$ cat src/rtl/mult_hilo_unit.sv
// HI/LO multiply sequencer: issues operand magnitudes to an external unsigned multiplier,
// waits its latency, then sign-corrects, optionally accumulates, and writes HI/LO.
module mult_hilo_unit #(
    parameter int LATENCY = 1
) (
    input  logic        clk,
    input  logic        reset,
    input  logic        start,
    input  logic        is_signed,
    input  logic        accumulate,
    input  logic [31:0] a,
    input  logic [31:0] b,
    input  logic        mthi,
    input  logic        mtlo,
    input  logic [31:0] wdata,
    output logic [31:0] mul_a,
    output logic [31:0] mul_b,
    input  logic [63:0] mul_r,
    output logic [31:0] hi,
    output logic [31:0] lo,
    output logic        busy
);

    typedef enum logic {
        IDLE = 1'b0,
        WAIT = 1'b1
    } state_t;

    state_t      state;
    state_t      state_next;
    logic [3:0]  cnt;
    logic        neg;
    logic        acc;
    logic        accept;
    logic        done;
    logic [63:0] product;
    logic [63:0] result;

    // Two's complement magnitude; 0x80000000 maps onto itself.
    function automatic logic [31:0] magnitude(input logic [31:0] x);
        return x[31] ? (~x + 32'd1) : x;
    endfunction

    // NOTE: sequential state uses non-blocking assignments so every register
    // samples pre-edge values regardless of block ordering.
    always_ff @(posedge clk) begin
        if (reset) begin
            state <= IDLE;
        end else begin
            state <= state_next;
        end
    end

    // NOTE: defaults are assigned before any branch so no latch is inferred.
    always_comb begin
        state_next = state;
        accept     = 1'b0;
        done       = 1'b0;
        case (state)
            IDLE: begin
                if (start) begin
                    accept     = 1'b1;
                    state_next = WAIT;
                end
            end
            WAIT: begin
                if (cnt == 4'd0) begin
                    done       = 1'b1;
                    state_next = IDLE;
                end
            end
            default: state_next = IDLE;
        endcase
    end

    assign busy    = (state == WAIT);
    assign product = neg ? (~mul_r + 64'd1) : mul_r;
    assign result  = acc ? ({hi, lo} + product) : product;

    always_ff @(posedge clk) begin
        if (reset) begin
            cnt   <= 4'd0;
            mul_a <= 32'd0;
            mul_b <= 32'd0;
            neg   <= 1'b0;
            acc   <= 1'b0;
            hi    <= 32'd0;
            lo    <= 32'd0;
        end else if (accept) begin
            mul_a <= is_signed ? magnitude(a) : a;
            mul_b <= is_signed ? magnitude(b) : b;
            neg   <= is_signed & (a[31] ^ b[31]);
            acc   <= accumulate;
            cnt   <= 4'(LATENCY);
        end else if (done) begin
            {hi, lo} <= result;
        end else if (state == WAIT) begin
            cnt <= cnt - 4'd1;
        end else begin
            // Idle with no start: register moves from the CPU.
            if (mthi) hi <= wdata;
            if (mtlo) lo <= wdata;
        end
    end

endmodule
$ cat config.mk
export PLATFORM = sky130hd
export DESIGN_NAME = mult_hilo_unit
export DESIGN_NICKNAME = d
export VERILOG_FILES = /design/src/rtl/mult_hilo_unit.sv
export SDC_FILE = /design/constraint.sdc
export NUM_CORES = 1
export LEC_CHECK = 0
export CAP_MARGIN = 40
export CORE_ASPECT_RATIO = 1.75
export CORE_MARGIN = 2
export CORE_UTILIZATION = 52
export DETAILED_ROUTE_END_ITERATION = 12
export PLACE_DENSITY = 0.89
export SYNTH_ARGS = -nofsm -noshare
export SYNTH_HDL_FRONTEND = slang
export SYNTH_SLANG_ARGS = --single-unit
$ cat constraint.sdc
create_clock -name clk -period 8.9 [get_ports clk]
set_input_delay 1.78 -clock clk [delete_from_list [all_inputs] [get_ports clk]]
set_output_delay 1.78 -clock clk [all_outputs]
set_load 0.005 [all_outputs]
== Word-level counts from Yosys, hierarchy flattened ==
Index checks and enable logic that the tools add are counted.
Word-level totals
  register bits: 135
  bits of input ports: 167
  output and inout port bits: 129
  word-level logic and storage cells: 54
Cells by class
  add/subtract/negate cells: 5
  equality and inequality tests: 2
  muxes and demuxes: 21
  bitwise logic cells: 8
  reduce and logical (&&, ||, !) cells: 9
Operators with widths (count)
  $mux W32: 10
  $mux W64: 2
  $add A32 B1 Y32 const B: 2
  $add A64 B1 Y64 const B: 1
  $add A64 B64 Y64: 1
  $not A32 Y32: 2
  $not A64 Y64: 1
  $mux W1: 8
  $reduce_and A3 Y1: 2
  $reduce_bool A2 Y1: 3
  $logic_not A4 Y1: 1
  $reduce_and A2 Y1: 2
  $sub A4 B1 Y4 const B: 1
  $not A1 Y1: 3
  $ne A2 B1 Y1 const B: 1
  $ne A2 B2 Y1 const B: 1
  $pmux W1 S2: 1
  $reduce_or A2 Y1: 1
  $and A1 B1 Y1: 1
  $xor A1 B1 Y1: 1

== Depth between registers and ports, before layout ==
Gate-level depths: netlist of the first run.
  depth after elaboration: 6
  depth in mapped cells: 23
  gate-level depth less buffers: 21

== Worst setup path after synthesis of the first run ==
OpenSTA, ideal clock, no wires.
  path kind: input to register
  from: in mul_r[6]
  to: reg hi[26]
  library setup time: 0.065 ns
  arrival: 6.473 ns
  data required time: 8.835 ns
  path slack: 2.362 ns
  stages: 19
  buffers on the path: 2
  cell sequence: or4_4 or4_1 buf_2 or3_4 o41ai_1 xnor2_1 ha_1 clkbuf_1 nand4_1 or2_2 nor4_1 o211ai_1 o311a_1 a221oi_1 a221o_1 a21boi_0 xor2_1 o31a_1 nor2_1
On the way
  longest elaborated chain between the ends: 6
Ends and longest elaborated chain
  start: declaration: RTL line 18  | input logic [63:0] mul_r,
  $not A64 Y64: RTL line 77  | assign product = neg ? (~mul_r + 64'd1) : mul_r;
  $add A64 B1 Y64: RTL line 77
  $mux W64 *: RTL line 77
  $add A64 B64 Y64: RTL line 78  | assign result = acc ? ({hi, lo} + product) : product;
  $mux W64 *: RTL line 78
  $mux W32 *: RTL line 95  | end else if (done) begin
  end signal: assignment: RTL line 96  | {hi, lo} <= result;
  end signal: assignment: RTL line 101  | if (mthi) hi <= wdata;
  end: declaration: RTL line 19  | output logic [31:0] hi,
Mark *: on every way between the ends. The rest lies on a longest branch, timed or not.
A chain may end at the register's enable or synchronous reset.

== Final worst setup path of the first run ==
  from: in mul_r[10]
  to: reg hi[31]
Same word-level chain as after synthesis.

==> results.txt, run 1 <==
----------------------------------------------------
[Status]
  Result of the run ... complete, no violations

[Finish]
  Post-route design area ... about 16000 sq um
  Non-filler instance count after layout ... ~2200
  Layout cell share with drive strength beyond 1 ... around 4.4%
  Final net count ... about 2100
  Number of antenna diodes ... 0
  P&R area growth vs syn ... 31.3%

[CTS]
  Number of gates resized after CTS ... 0
  Clock sinks ... approximately 140
  Depth of the CTS H-tree ... 4
  Clock latency of the later-clocked register in the worst-skew pair ... between 400 and 500 ps
  CTS max path bufs ... 2
  Setup bufs post-CTS ... 0
  Cell chosen for the clock root ... clkbuf_16
  Clock tree from TritonCTS ... built
  Number of buffers inserted during clock tree synthesis ... 17
  Hold_buf cts ... 0
  Clock edge transition at the registers on the reported setup and hold paths ... 60 ps

[Run]
  Number of maximum-capacitance violations ... 0

[Hold path]
  Worst min-delay path category ... reg2reg
  Hold Startpoint ... mul_a[14]$_SDFFE_PP0P_

[Worst setup path]
  Critical Path Source ... mul_r[10]
  Largest stage delay, worst path ... between 600 and 700 ps
  Kind of end point of the critical path ... register
  Most repeated library cell on the critical path ... o21ai_0
  Nature of the critical path startpoint ... input pin
  Cell at the slowest stage of the critical path ... or4_1
  Reg-to-Reg Start ... neg$_SDFFE_PP0P_
  Worst endpoint required time ... 9190 ps
  Highest net fanout along the worst path ... 7
  Combined buffer and inverter count along the critical path ... 1
  Worst Path Arrival ... between 7000 and 8000 ps
  Worst path cell trace ... clkdlybuf4s50_1 > or4_1 > or4_1 > or3_1 > nor3_1 > nand3_1 > o31ai_1 > xnor2_1 > ha_1 > a21oi_1 > o21ai_0 > o41ai_1 > o21ai_0 > nor2_1 > nand2_1 > o21ai_0 > o211ai_1 > nand4_1 > mux2i_1 > a311oi_1
  Cell class contributing the biggest share of worst-path delay ... simple AND/OR/NAND/NOR gates
  Class of the most critical setup path ... in2reg

[Detailed routing]
  WL final ... a little over 50000 microns
  Iter 0 DRT Violations ... 1132
  DRC violation count after routing ... 0
  Post-detailed-route via-to-cell ratio ... about 6.4
  Total vias in the final route ... about 14000
  Count of antenna-violating nets left after detailed routing ... 0
  Per-cell routed wire length ... 23.9 microns
  Number of search-and-repair iterations in the first detailed-routing pass ... 6

[Yosys]
  Async set-or-reset flop fraction in the synthesized netlist ... 0%
  Number of flops mapped to enable cells by yosys ... 0
  Library cells used by synthesis ... between 70 and 80
  Syn Inst Count ... approximately 1600
  Top flip-flop cell by instance count after synthesis ... dfxtp_1
  Netlist area before placement ... between 10000 and 15000 sq um
  Seq/Total Area, Yosys ... approximately 23%
  Syn avg cell area ... about 7.4 sq um
  Syn. warnings ... 0
  Post-synthesis net count ... 1863
  Synth Register Bits ... between 100 and 150

[Power]
  Cell leakage power ... a little under 0.006 uW
  Power per cell area ... around 160 nW/um^2
  Post-layout power ... ~2500 uW
  Largest vdd supply drop ... around 0.14 mV

[Floorplanning]
  Count of pins on the block boundary ... approximately 300
  Core region area ... about 23000 sq um
  Number of standard-cell rows in the floorplan ... 73
  Initial standard-cell utilization of the core ... a little over half
  Horiz. Die Dim ... between 100 and 150 microns
  Chip Height ... about 200 microns
  Die outline area ... approximately 24000 sq um

[Global routing]
  Via count of the first global-routing pass ... 13800
  Met1 routing resource usage after global routing ... between 30% and 40%
  Number of antenna violations at the first check in global routing ... 0
  Total Routing Usage GR ... 41.8%
  Busiest metal layer after global routing ... met2
  Total gr overflow ... 0
  Maximum number of pins on one net before global-route repair ... 67
  Met2 track utilization from global routing ... between 70% and 80%
  First-pass GRT wire length ... 76800 microns
  Met3 track demand over resource ... 11.4%

[Timing]
  Count of pins over their slew limit ... 0
  Final count of hold timing violations ... 0
  Slew at the pin closest to its max-slew limit ... around 900 ps
  Accumulated negative setup slack ... 0 ps
  Post-route minimum period ... between 7000 and 8000 ps
  Worst slew slack as a fraction of its limit ... approximately 39%
  RSZ-0062 raised after global routing ... false
  Period Utilization, post-route ... between 80% and 90%
  Setup violations, final ... 0
  Setup Skew ... between 10 and 15 ps
  Peak clock frequency supported by timing ... 134 MHz

[Placement]
  Count of input and output buffers ... roughly 300
  Standard cell area after detailed placement ... 15000 sq um
  Cells after DPL ... around 2100
  Gp weighted congestion ... 1.05
  HPWL reported at the end of detailed placement ... roughly 40000 microns

----------------------------------------------------
==> power breakdown <==
part           internal (uW)  total (uW)  switching [uW]
Clock                    402         707             305
Combinational            461        1060             600
Sequential               663         719            56.0
Total                   1530        2490             961
==> registers in the layout (all words and copies together) (netlist names) <==
| name | flops |
|---|---|
| hi | 32 |
| lo | 32 |
| mul_a | 32 |
| mul_b | 32 |
| cnt | 4 |
| acc | 1 |
| busy | 1 |
| neg | 1 |
==> through the flow <==
| stage | setup slack, ps | utilization [%] | hold WS, ps |
|---|---|---|---|
| global placement | 1040 | 66.4 | 434 |
| finish | 1410 | 69.2 | 454 |
| global route | 1220 | 69.2 | 475 |
| CTS | 1540 | 69.2 | 456 |
| detailed placement | 1070 | 66.7 | 443 |
| floorplan | 2360 | - | 449 |
==> placed cells by master (no fill, tap or decap), types with 12 or more instances in the layout <==
cell               n
a211oi_1          26
a21o_1            49
a21oi_1          151
a31oi_1           16
buf_4             16
clkbuf_16         17
clkdlybuf4s50_1  294
dfxtp_1          133
ha_1              82
inv_1             23
nand2_1          219
nand3_1           18
nand4_1           26
nor2_1           132
nor3_1            27
nor4_1            13
o211ai_1          22
o21ai_0          160
o21bai_1          15
o221ai_1          17
o31ai_1           28
o41ai_1           18
or3_1             12
or4_1             14
xnor2_1          135
xor2_1            44
==> routing by layer <==
layer  part of all wire, %  vias up
met1                    32     6520
met5                     0        -
met4                   9.9        0
li1                      -     6379
met3                   7.9      251
met2                    50      725
==> worst register-to-register path, cell delays in order (launching register included) <==
cell,delay [ps]
dfxtp_2,500
o21ai_0,190
xnor2_1,300
ha_1,340
a21o_1,210
a221oi_1,550
o21ai_0,210
a21oi_1,410
o31ai_1,240
a21o_1,260
a21bo_2,240
a221oi_1,770
o21bai_1,210
xnor2_1,170
o41ai_1,340
==> synth_stat cells (7+ instances only) <==
library cell,number,area share [%]
nand2_1,219,6.9
o21ai_0,160,6.7
a21oi_1,151,6.4
dfxtp_1,135,23
xnor2_1,135,9.9
nor2_1,133,4.2
ha_1,82,8.6
clkbuf_1,78,2.5
a21o_1,49,3.1
xor2_1,44,3.2
o31ai_1,28,1.8
nor3_1,27,1.1
a211oi_1,26,1.6
nand4_1,26,1.4
inv_1,23,0.73
o211ai_1,22,1.4
nand3_1,18,0.76
o41ai_1,18,1.3
o221ai_1,17,1.3
a31oi_1,16,0.84
o21bai_1,15,0.95
or4_1,14,0.88
nor4_1,13,0.68
or3_1,12,0.63
nand2b_1,11,0.58
buf_1,9,0.28
mux2i_1,9,0.76
and2_1,8,0.42
a21boi_0,7,0.44
a221oi_1,7,0.52
or2_2,7,0.37
==> cell families after synthesis <==
kind of cell               count (synthesis)  share of synthesized area (%)
DFF                                      135                           22.7
xor gates and xnor gates                 180                           13.3
AOI/OAI and AO/OA                        566                           30.0
muxes                                     10                          0.853
and+or+nand+nor                          526                           20.6
adders and majority gates                 83                           8.80
buffers and inverters                    113                           3.67
==> worst paths after layout <==
path,end,slack (ps),cells after the start
hold reg to reg,mul_a[14]$_SDFFE_PP0P_,450,2
setup / recovery,hi[31]$_SDFFE_PP0P_,1410,20
hold / removal,mul_a[14]$_SDFFE_PP0P_,450,2
setup reg to reg,hi[16]$_SDFFE_PP0P_,3840,14
==> cell type report <==
| cell class | instances | area [sq um] |
|---|---|---|
| Clock buffer | 23 | 468 |
| Clock inverter | 9 | 92.6 |
| Fill cell | 1891 | 6950 |
| Inverter | 23 | 86.3 |
| Multi-Input combinational cell | 1365 | 8760 |
| Sequential cell | 135 | 2710 |
| Tap cell | 300 | 375 |
| Timing Repair Buffer | 315 | 3120 |
(Power assumes the default switching activity.)
==> run 2, diff against run 1 <==
Settings changed: CORE_UTILIZATION 52 to 51, PLACE_DENSITY 0.89 to 0.87.
Clock period 8.9 ns to 7.8 ns, I/O delays scaled along.
==> run 2 against run 1 <==
Compared with the run above:
- setup slack got worse by 820 ps
- die area increased by 1.9%
- via count increased by 0.40%
- routed wire length increased by 0.42%
- non-clock buffer count increased by 5
- combinational power increased by 15%
- cell count increased by 0.18%
- power increased by 17%
- global-route usage decreased by 0.21 points
- critical endpoint unchanged
==> results.txt, run 2 (synthesis results as in run 1) <==
----------------------------------------------------
[Status]
  Result of the run ... complete, no violations

[Power]
  Cell leakage power ... 0.00602 uW (+1.0%)
  Largest vdd supply drop ... 0.229 mV (+63%)
  Power per cell area ... 185 nW/um^2 (+16%)

[Detailed routing]
  Iter 0 DRT Violations ... 1064 (-6.0%)
  Count of antenna-violating nets left after detailed routing ... 0 (unchanged)
  Number of search-and-repair iterations in the first detailed-routing pass ... 6 (unchanged)
  DRC violation count after routing ... 0 (unchanged)
  Post-detailed-route via-to-cell ratio ... 6.41 (+0.22%)
  Per-cell routed wire length ... 23.9 microns (+0.24%)
  WL final ... 52100 microns (+0.42%)
  Total vias in the final route ... 13900 (+0.40%)

[Global routing]
  Via count of the first global-routing pass ... 14100 (+2.1%)
  Maximum number of pins on one net before global-route repair ... 66 (-1.5%)
  Total Routing Usage GR ... 41.6% (-0.21 points)
  Number of antenna violations at the first check in global routing ... 1 (+1)
  Total gr overflow ... 0 (unchanged)
  First-pass GRT wire length ... 77500 microns (+0.91%)

[CTS]
  CTS max path bufs ... 2 (unchanged)
  Clock edge transition at the registers on the reported setup and hold paths ... 60 ps (about the same)
  Hold_buf cts ... 0 (unchanged)
  Setup bufs post-CTS ... 0 (unchanged)
  Clock sinks ... 135 (unchanged)
  Depth of the CTS H-tree ... 4 (unchanged)
  Cell chosen for the clock root ... clkbuf_16
  Number of buffers inserted during clock tree synthesis ... 17 (unchanged)
  Number of gates resized after CTS ... 0 (unchanged)
  Clock latency of the later-clocked register in the worst-skew pair ... 460 ps (about the same)
  Clock tree from TritonCTS ... built

[Worst setup path]
  Class of the most critical setup path ... in2reg
  Worst path cell trace ... clkdlybuf4s50_1 > or4_1 > or4_1 > nor3_4 > nand4_1 > o41ai_1 > xnor2_1 > ha_1 > nand2_1 > o21ai_0 > o41ai_1 > o21ai_0 > o311ai_0 > nand2_1 > o21ai_0 > buf_4 > o211ai_1 > nand4_1 > mux2i_1 > a311oi_1
  Worst endpoint required time ... 8150 ps (-1040 ps)
  Highest net fanout along the worst path ... 6 (-1)
  Cell at the slowest stage of the critical path ... or4_1
  Kind of end point of the critical path ... register
  Nature of the critical path startpoint ... input pin
  Slack of the worst reg-to-reg path ... 2940 ps (-900 ps)
  Largest stage delay, worst path ... 610 ps (about the same)
  Worst Path Arrival ... 7560 ps (-220 ps)
  Most repeated library cell on the critical path ... o21ai_0

[Placement]
  Count of input and output buffers ... 295 (unchanged)
  Gp weighted congestion ... 1.03 (-1.4%)
  HPWL reported at the end of detailed placement ... 40900 microns (+1.1%)

[Timing]
  RSZ-0062 raised after global routing ... false
  Worst hold margin ... 451 ps (-2.05 ps)
  Final count of hold timing violations ... 0 (unchanged)
  Post-route minimum period ... between 7000 and 8000 ps
  Period Utilization, post-route ... ~90%
  Accumulated negative setup slack ... 0 ps (unchanged)
  Worst slew slack as a fraction of its limit ... 43.5% (+4.8 points)
  Setup violations, final ... 0 (unchanged)
  Slew at the pin closest to its max-slew limit ... 839 ps (-80.4 ps)
  Setup Skew ... 8.54 ps (-2.19 ps)
  Peak clock frequency supported by timing ... ~140 MHz
  Count of pins over their slew limit ... 0 (unchanged)

[Run]
  Number of maximum-capacitance violations ... 0 (unchanged)

[Hold path]
  Worst min-delay path category ... reg2reg

[Finish]
  P&R area growth vs syn ... 32.2%
  Number of antenna diodes ... 0 (unchanged)
  Area of combinational cells with multiple inputs ... 8760 sq um (unchanged)
  Final net count ... 2112 (+0.24%)
  Number of fillers in the final layout ... 1917 (+1.4%)
  Commonest cells after routing, fill and taps aside ... clkdlybuf4s50_1, nand2_1, o21ai_0
  Total area of sequential cells ... 2710 sq um (unchanged)
  Layout cell share with drive strength beyond 1 ... 4.80% (+0.42 points)
  Commonest non-fill, non-tap cell in the layout ... clkdlybuf4s50_1

[Floorplanning]
  Horiz. Die Dim ... 119 microns (+0.94%)
  Die outline area ... 24600 sq um (+1.9%)
  Count of pins on the block boundary ... 296 (unchanged)
  Chip Height ... 206 microns (+0.96%)
  Initial standard-cell utilization of the core ... 52.0% (-0.63 points)
  Core region area ... 22800 sq um (+1.2%)
  Number of standard-cell rows in the floorplan ... 73 (unchanged)

----------------------------------------------------
run 2: per-layer routing:
layer | global-route usage [%] | up-vias | part of all wire (%) | routed length (microns)
met5 | 0 | - | 0.021 | 11
met4 | 39.6 | 2 | 11 | 5600
met3 | 10.7 | 281 | 8.3 | 4310
met2 | 75.2 | 799 | 50 | 26100
met1 | 37.1 | 6434 | 31 | 16000
li1 | - | 6415 | - | -
run 2: metrics by stage:
stage | area (sq um) | std cells | utilization (%) | total power [uW] | setup WS [ps]
final | 15700 | 2174 | 68.8 | 2910 | 586
after global routing | 15700 | 2174 | 68.8 | 3040 | 272
after CTS | 15700 | 2174 | 68.8 | 2890 | 696
after detailed placement | 15100 | 2143 | 66.2 | 2020 | 247
after global placement | 15000 | 2136 | 65.7 | 2000 | 412
after floorplan | 11900 | 1613 | - | 1510 | 1480
run 2: report_power, final:
group	leakage, uW	switching (uW)	internal, uW
clock	0.000299	360	514
sequential	0.00111	61.8	756
combinational	0.00461	688	531
run 2: final timing paths:
kind / startpoint / endpoint / cells after the start
max: mul_r[10] / hi[31]$_SDFFE_PP0P_ / 20
min: mul_a[14]$_SDFFE_PP0P_ / mul_a[14]$_SDFFE_PP0P_ / 2
max reg2reg: neg$_SDFFE_PP0P_ / hi[31]$_SDFFE_PP0P_ / 16
min reg2reg: mul_a[14]$_SDFFE_PP0P_ / mul_a[14]$_SDFFE_PP0P_ / 2
run 2: worst max-delay path, delay by kind of cell:
| family | cells | cell delay [ps] |
|---|---|---|
| compound gates | 8 | 2140 |
| buf+inv | 2 | 640 |
| mux | 1 | 80 |
| fa+ha+maj | 1 | 390 |
| simple gates | 7 | 2340 |
| xor+xnor | 1 | 400 |
run 2: cell type report:
type	instances	area share [%]
Tap cell	300	2.39
Sequential cell	135	17.2
Timing Repair Buffer	320	20.2
Inverter	23	0.549
Clock inverter	13	1.09
Multi-Input combinational cell	1365	55.7
Clock buffer	18	2.79
